$ cat config.mk
export PLATFORM = sky130hd
export DESIGN_NAME = io_tube_responder
export DESIGN_NICKNAME = d
export VERILOG_FILES = /design/src/rtl/io_tube_responder.sv
export SDC_FILE = /design/constraint.sdc
export NUM_CORES = 1
export LEC_CHECK = 0
export CAP_MARGIN = 10
export CORE_UTILIZATION = 25
export DETAILED_ROUTE_END_ITERATION = 6
export HOLD_SLACK_MARGIN = 0.05
export PLACE_DENSITY = 0.52
export SYNTH_ARGS = -nofsm -noshare
export SYNTH_HDL_FRONTEND = slang
export SYNTH_SLANG_ARGS = --single-unit
$ cat constraint.sdc
create_clock -name iClock -period 5.95 [get_ports iClock]
set_input_delay 1.785 -clock iClock [delete_from_list [all_inputs] [get_ports iClock]]
set_output_delay 1.785 -clock iClock [all_outputs]
set_load 0.01 [all_outputs]
$ cat src/rtl/io_tube_responder.sv
// Memory-mapped 8-digit seven-segment display peripheral: CPU-written digit word,
// enable and decimal-point masks, multiplexed with blank guard slots and frame-atomic commits.
module io_tube_responder #(
  parameter int unsigned SCAN_DIVIDER = 100000,
  parameter int unsigned BLANK_CYCLES = 16
) (
  input  logic        iClock,
  input  logic        iResetN,
  input  logic        iDoTubeWrite,
  input  logic [3:0]  iAddrLow,
  input  logic [31:0] iWriteData,
  output logic [7:0]  oDigitSelect,
  output logic [7:0]  oSegments,
  output logic        oFrameDone
);

  localparam int unsigned CNT_MAX = (SCAN_DIVIDER > BLANK_CYCLES) ? SCAN_DIVIDER : BLANK_CYCLES;
  localparam int unsigned CNT_W   = (CNT_MAX > 1) ? $clog2(CNT_MAX) : 1;
  localparam logic [CNT_W-1:0] SHOW_LAST  = CNT_W'(SCAN_DIVIDER - 1);
  localparam logic [CNT_W-1:0] BLANK_LAST = CNT_W'(BLANK_CYCLES - 1);

  localparam logic [3:0] ADDR_DATA   = 4'h0;
  localparam logic [3:0] ADDR_ENABLE = 4'h4;
  localparam logic [3:0] ADDR_DP     = 4'h8;

  typedef enum logic {BLANK, SHOW} tubeStateT;

  tubeStateT        state, stateNext;
  logic [CNT_W-1:0] cnt, cntNext;
  logic [2:0]       idx, idxNext;
  logic             firstExit, firstExitNext;
  logic             commit;

  logic [31:0] pendData, showData, showDataNext;
  logic [7:0]  pendEnable, showEnable, showEnableNext;
  logic [7:0]  pendDp, showDp, showDpNext;

  logic [7:0]  digitSelectNext;
  logic [7:0]  segmentsNext;
  logic        frameDoneNext;
  logic [3:0]  nibble;

  // Active-low g..a pattern for one hex digit
  function automatic logic [6:0] hexToSeg(input logic [3:0] value);
    logic [6:0] seg;
    seg = 7'h7F;
    case (value)
      4'h0: seg = 7'h40;
      4'h1: seg = 7'h79;
      4'h2: seg = 7'h24;
      4'h3: seg = 7'h30;
      4'h4: seg = 7'h19;
      4'h5: seg = 7'h12;
      4'h6: seg = 7'h02;
      4'h7: seg = 7'h78;
      4'h8: seg = 7'h00;
      4'h9: seg = 7'h10;
      4'hA: seg = 7'h08;
      4'hB: seg = 7'h03;
      4'hC: seg = 7'h46;
      4'hD: seg = 7'h21;
      4'hE: seg = 7'h06;
      4'hF: seg = 7'h0E;
    endcase
    return seg;
  endfunction

  // CPU-facing pending registers; only the display copies are ever scanned out
  always_ff @(posedge iClock or negedge iResetN) begin
    if (!iResetN) begin
      pendData   <= '0;
      pendEnable <= 8'hFF;
      pendDp     <= '0;
    end else if (iDoTubeWrite) begin
      case (iAddrLow)
        ADDR_DATA:   pendData   <= iWriteData;
        ADDR_ENABLE: pendEnable <= iWriteData[7:0];
        ADDR_DP:     pendDp     <= iWriteData[7:0];
        default:     ;
      endcase
    end
  end

  // Scan state, display copies and registered outputs
  always_ff @(posedge iClock or negedge iResetN) begin
    if (!iResetN) begin
      state        <= BLANK;
      cnt          <= '0;
      idx          <= '0;
      firstExit    <= 1'b1;
      showData     <= '0;
      showEnable   <= 8'hFF;
      showDp       <= '0;
      oDigitSelect <= 8'hFF;
      oSegments    <= 8'hFF;
      oFrameDone   <= 1'b0;
    end else begin
      state        <= stateNext;
      cnt          <= cntNext;
      idx          <= idxNext;
      firstExit    <= firstExitNext;
      showData     <= showDataNext;
      showEnable   <= showEnableNext;
      showDp       <= showDpNext;
      oDigitSelect <= digitSelectNext;
      oSegments    <= segmentsNext;
      oFrameDone   <= frameDoneNext;
    end
  end

  // Next state, and outputs computed for the state being entered
  always_comb begin
    stateNext       = state;
    cntNext         = cnt + CNT_W'(1);
    idxNext         = idx;
    firstExitNext   = firstExit;
    commit          = 1'b0;
    frameDoneNext   = 1'b0;
    digitSelectNext = 8'hFF;
    segmentsNext    = 8'hFF;

    if (state == BLANK) begin
      if (cnt == BLANK_LAST) begin
        stateNext = SHOW;
        cntNext   = '0;
        // The first exit after reset only starts digit 0; it does not end a frame
        if (firstExit) begin
          firstExitNext = 1'b0;
        end else if (idx == 3'd7) begin
          idxNext       = '0;
          commit        = 1'b1;
          frameDoneNext = 1'b1;
        end else begin
          idxNext = idx + 3'd1;
        end
      end
    end else begin
      if (cnt == SHOW_LAST) begin
        stateNext = BLANK;
        cntNext   = '0;
      end
    end

    showDataNext   = commit ? pendData   : showData;
    showEnableNext = commit ? pendEnable : showEnable;
    showDpNext     = commit ? pendDp     : showDp;

    nibble = showDataNext[{idxNext, 2'b00} +: 4];
    if (stateNext == SHOW && showEnableNext[idxNext]) begin
      digitSelectNext[idxNext] = 1'b0;
      segmentsNext = {~showDpNext[idxNext], hexToSeg(nibble)};
    end
  end

endmodule
==> run metrics, run 1 <==
required time of the worst setup path=6240 ps; final non-filler cell area=approximately 7600 sq um; net count after synthesis=roughly 580; data arrival at the endpoint of the critical path=roughly 4200 ps; CTS Root Cell=sky130_fd_sc_hd__clkbuf_16; maximum single-stage delay on the critical path=490 ps; final antenna-violating net count=0; syn avg cell area=between 10 and 15 sq um; destination of the worst hold path=cnt[0]; postcts setup bufs=0; number of diodes added for antenna fixing=0; worst reg2reg startpoint=idx[0]; effective utilization at floorplan=0.257; via count of the first global-routing pass=about 4.4k; drt via density=4.57; R2R Setup Slk=2000 ps; P per Cell Area=approximately 300 nW/um^2; worst hold path depth=1; fmax=about 250 MHz; Cell Chain, Critical Path=ha_1, ha_1, nor3b_2, nand3_4, mux2_2, a22o_1, a221oi_1, o211ai_2, ha_1, mux2_1, nand2_1, o211ai_1; global route overflow=0; routability-driven placement congestion ratio=around 0.82; Leak Pwr=approximately 3.2 nW; HPWL Detailed=approximately 10 mm; Mapped Cells=533; wirelength, routed=between 10 and 15 mm; Setup CP Type=register to register; via count of the routed design=approximately 4.2k; final-report hold violation count=0; type of element launching the critical path=register; core region area=approximately 24000 sq um; setup_tns=0 ps; number of max-slew violations in the final report=0; input/output buffers=55; area post-placement=6970 sq um; wire length of the first global-routing pass=roughly 24 mm; total routing resource utilization after global routing=0.125; WL/cell=approximately 16 um; Yosys warning count=0; CTS tree=built; worst path buffer plus inverter count=0; FP Rows=56; registers with the highest flip-flop counts=pendData: 32 flops, showData: 32 flops, cnt: 17 flops; clock buffer depth=2; Post-CTS Resized=0; Top FF cell, synth=sky130_fd_sc_hd__dfrtp_1; worst setup skew after layout=roughly 11 ps; post-route minimum period=3950 ps; Cell Area, Synth=6110 sq um; worst slew margin relative to its limit=0.309; share of synthesized area occupied by flip-flops and latches=0.559; nature of the critical path endpoint=register; CTS sink count=~140; layout-stage area growth over the synthesis result=24.0%; # hold bufs at CTS=0; met1 track utilization from global routing=0.158; fraction of synthesis flops using an asynchronous set or reset pin=1.00; drt pass-1 iters=5; Worst VDD drop=between 0.1 and 0.15 mV; CP max-delay cell=sky130_fd_sc_hd__dfrtp_1; RR Endpoint=oSegments[5]; total of fill cells in the finished design=between 2k and 2.5k; I/O Pins=56; peak fanout along the critical path=36; CTS H-tree depth=4; Finish-stage setup viols=0; type of the most critical hold path=register to register; startpoint of the tightest hold check path=cnt[0]; unrepaired setup endpoints after global routing=no; global-route track usage on met3=0.0299; largest net degree at the start of global routing=136; grt peak-use layer=met2; initial DRC count=roughly 200; Die H=around 160 um; number of antenna violations at the first check in global routing=0; met2 global-route usage=0.212; fraction of final layout cells sized beyond drive strength 1=0.243; Layout Nets=approximately 640; cell class contributing the biggest share of worst-path delay=simple AND/OR/NAND/NOR gates; clock-pin slew reported for the worst setup and hold paths after clock tree synthesis=around 60 ps; Seq cells post-synth=135; number of remaining DRC errors=0; count of cells along the worst register-to-register path=12; max_cap viols=0; Worst path most repeated cell=sky130_fd_sc_hd__ha_1; Total Die Area=25100 sq um; clock network latency to the later pin of the worst-skew pair=approximately 420 ps; Final period util=0.665; slew at the pin closest to its max-slew limit=slightly above 1000 ps; width of the chip=158 um; number of CTS-inserted buffers=17; status=finished clean; count of flip-flops with a built-in enable after synthesis=0; count of unique library cells instantiated by Yosys=56
cell families after synthesis:
kind of cell,share of synthesized area
AND/OR/NAND/NOR,0.156
multiplexers,0.141
flip-flops,0.559
buffers and inverters,0.0307
XOR/XNOR,0.0215
AO/OA/AOI/OAI,0.0722
adder cells (fa/ha/maj),0.0184
layer usage:
layer	wire [um]	vias up
met5	0	-
met4	43	0
met1	6530	2147
met3	552	4
li1	-	1977
met2	7400	83
how the worst max path moves through the flow:
stage | startpoint | to | slack (ps) | cells after the start
floorplan | idx[0] | oSegments[5] | 2680 | 16
global placement | idx[0] | oSegments[5] | 2030 | 12
detailed placement | idx[0] | oSegments[5] | 1970 | 12
CTS | idx[0] | oSegments[5] | 1970 | 12
global route | idx[0] | oSegments[5] | 1650 | 12
finish | idx[0] | oSegments[5] | 2000 | 12
cell usage in the layout, fill, tap and decap left out, drive strengths merged, types with 4 or more instances in the layout:
master / instances
nor2: 26
a21oi: 4
nand2: 114
xnor2: 10
ha: 9
nand2b: 4
xor2: 5
mux2i: 14
buf: 4
dfstp: 33
inv: 17
o21ai: 14
and3: 5
dfrtp: 102
o211ai: 15
nor3: 4
nand4: 13
a32oi: 6
clkdlybuf4s50: 54
clkinvlp: 5
nand3: 22
mux2: 63
clkbuf: 19
synthesized netlist by cell type (10+ instances only):
cell,number,area share
sky130_fd_sc_hd__mux2i_1,14,0.023
sky130_fd_sc_hd__nand2_1,114,0.070
sky130_fd_sc_hd__xnor2_1,10,0.014
sky130_fd_sc_hd__o21ai_0,12,0.0098
sky130_fd_sc_hd__inv_1,14,0.0086
sky130_fd_sc_hd__nand3_1,20,0.016
sky130_fd_sc_hd__nor2_1,26,0.016
sky130_fd_sc_hd__o211ai_1,14,0.017
sky130_fd_sc_hd__nand4_1,13,0.013
sky130_fd_sc_hd__mux2_2,57,0.10
sky130_fd_sc_hd__dfrtp_1,102,0.42
sky130_fd_sc_hd__dfstp_2,33,0.14
where the power goes:
group	leakage, nW	switching [mW]	total [mW]	internal, mW
combinational	1.27	0.0438	0.124	0.0803
clock	0.283	0.412	1.09	0.675
sequential	1.68	0.0473	1.05	1.00
total	3.24	0.503	2.26	1.76
stage by stage:
stage	worst slack (ps)	cells	power (mW)	hold WS, ps	util
global route	1650	921	2.36	477	0.319
detailed placement	1970	889	1.20	449	0.293
floorplan	2680	533	1.12	425	-
global placement	2030	889	1.19	435	0.293
finish	2000	921	2.26	449	0.319
CTS	1970	921	2.30	457	0.319
layout make-up:
type	instances	area, sq um	share of cell area
Sequential cell	135	3420	0.451
Tap cell	319	399	0.0527
Timing Repair Buffer	58	583	0.0769
Inverter	14	52.6	0.00693
Clock buffer	19	443	0.0584
Clock inverter	13	171	0.0226
Multi-Input combinational cell	363	2510	0.331
No activity file was read; power rests on OpenSTA's default activity.
==> run 2, diff against run 1 <==
Settings changed: PLACE_DENSITY 0.52 to 0.54.
Clock period 5.95 ns to 3.6 ns, I/O delays scaled along.
==> run metrics, run 2 (same netlist as run 1, synthesis figures left out) <==
fraction of final layout cells sized beyond drive strength 1=0.267; type of the most critical hold path=register to register; final-report hold violation count=0; internal power=about 2.8 mW; drt pass-1 iters=4; drt via density=4.47; FP Rows=56; number of max-slew violations in the final report=0; Worst VDD drop=0.200 mV; Die H=around 160 um; final non-filler cell area=~7700 sq um; most frequent cells in the layout=sky130_fd_sc_hd__nand2_1 (114), sky130_fd_sc_hd__dfrtp_1 (101), sky130_fd_sc_hd__mux2_2 (57), sky130_fd_sc_hd__clkdlybuf4s50_1 (54), sky130_fd_sc_hd__dfstp_2 (33); largest net degree at the start of global routing=61; layout-stage area growth over the synthesis result=25.4%; worst slew margin relative to its limit=0.464; Flop pwr share=0.486; registers with the highest flip-flop counts=pendData: 32 flops, showData: 32 flops, cnt: 17 flops; CTS tree=built; post-route minimum period=approximately 3300 ps; nature of the critical path endpoint=register; sw power=0.824 mW; required time of the worst setup path=approximately 4000 ps; Leak Pwr=3.30 nW; Layout Nets=about 650; part of the total power dissipated in the clock network=0.457; worst setup skew after layout=13.0 ps; Total Die Area=about 25000 sq um; via count of the routed design=approximately 4.2k; width of the chip=158 um; WL/cell=approximately 15 um; clock network latency to the later pin of the worst-skew pair=430 ps; peak fanout along the critical path=9; CTS Root Cell=sky130_fd_sc_hd__clkbuf_16; clock-pin slew reported for the worst setup and hold paths after clock tree synthesis=about 60 ps; routability-driven placement congestion ratio=approximately 0.82; Finish-stage setup viols=0; type of element launching the critical path=register; core region area=roughly 24000 sq um; most frequent standard cell in the layout excluding fill and tap cells=sky130_fd_sc_hd__nand2_1; power share of the combinational group=0.057; slew at the pin closest to its max-slew limit=~800 ps; Final period util=0.913; wirelength, routed=approximately 14 mm; data arrival at the endpoint of the critical path=between 3000 and 4000 ps; unrepaired setup endpoints after global routing=no; CTS sink count=135; Setup CP Type=register to register; max_cap viols=0; setup_tns=0 ps; fmax=around 300 MHz; number of antenna violations at the first check in global routing=0; wire length of the first global-routing pass=23.3 mm; switching power share of the total=0.230; number of remaining DRC errors=0; I/O Pins=56; area post-placement=7090 sq um; total routing resource utilization after global routing=0.123; clock buffer depth=2; global route overflow=0; final antenna-violating net count=0; initial DRC count=290; HPWL Detailed=~10 mm; via count of the first global-routing pass=between 4k and 5k; R2R Setup Slk=310 ps; status=finished clean; P per Cell Area=between 400 and 500 nW/um^2; number of CTS-inserted buffers=17; effective utilization at floorplan=0.257; input/output buffers=between 50 and 60; number of diodes added for antenna fixing=0; CTS H-tree depth=4
run 2: changes by cell type in the layout (fill, tap and decap cells not counted), moves of 2 or more:
cell	previous run	this run
sky130_fd_sc_hd__buf_4	3	19
sky130_fd_sc_hd__clkinv_2	0	3
sky130_fd_sc_hd__bufinv_16	3	1
sky130_fd_sc_hd__clkbuf_1	1	3
sky130_fd_sc_hd__clkinvlp_4	5	3
sky130_fd_sc_hd__inv_6	3	1
run 2: final timing paths:
| kind | startpoint | cells past startpoint | endpoint |
|---|---|---|---|
| min in group asynchronous | iResetN | 1 | cnt[5] |
| min | cnt[0] | 1 | cnt[0] |
| max in group asynchronous | iResetN | 2 | showEnable[0] |
| max reg2reg | idx[1] | 12 | oSegments[5] |
| max | idx[1] | 12 | oSegments[5] |
| min reg2reg | cnt[0] | 1 | cnt[0] |
run 2: power groups by stage:
stage                     clock, mW  combinational [mW]  sequential [mW]
after global routing           1.75               0.230             1.76
after CTS                      1.68               0.212             1.74
after global placement            0               0.205             1.77
after floorplan                   0               0.118             1.73
final                          1.64               0.205             1.74
after detailed placement          0               0.211             1.77
run 2: routing by layer:
metal / global-route usage / share of wire / up-vias
met5: 0 / 0 / -
met4: 0.0440 / 0.011 / 0
met3: 0.0324 / 0.046 / 13
met2: 0.178 / 0.44 / 83
met1: 0.176 / 0.50 / 2080
li1: - / - / 2017
run 2: final cells by class:
type	instances	area, sq um
clock buffers	21	450
well taps	319	399
flip-flops and latches	135	3420
repair buffers	75	714
multi-input cells	363	2530
inverters	14	52.6
clock inverters	11	103
fillers	2419	16100
run 2: what timing repair did:
action,CTS,global route
setup endpoints to repair,0,7
resized for setup,0,6
hold buffers,0,0
setup buffers,0,1
run 2: worst max-delay path, cell delays in order (launching register included):
cell and delay [ps]:
sky130_fd_sc_hd__dfrtp_1 450, sky130_fd_sc_hd__ha_1 190, sky130_fd_sc_hd__ha_1 200, sky130_fd_sc_hd__nor3b_4 320
sky130_fd_sc_hd__nand3_4 190, sky130_fd_sc_hd__mux2_2 320, sky130_fd_sc_hd__a22o_1 230, sky130_fd_sc_hd__a221oi_1 290
sky130_fd_sc_hd__o211ai_2 240, sky130_fd_sc_hd__ha_1 300, sky130_fd_sc_hd__mux2_1 310, sky130_fd_sc_hd__nand2_1 70
sky130_fd_sc_hd__o211ai_1 80
run 2: metrics by stage:
step                cells  worst slack [ps]  power (mW)   util  hold WS, ps
floorplan             533               331        1.85      -          425
global placement      905               212        1.97  0.298          441
detailed placement    905               134        1.98  0.298          450
CTS                   937               113        3.64  0.322          458
global route          938              21.9        3.74  0.323          481
finish                938               315        3.59  0.323          454
==> run 3, diff against run 2 <==
Settings changed: SLEW_MARGIN from default to 5.
==> results of run 3 <==
No change in the layout: final DEF, timing and power equal those of run 2.
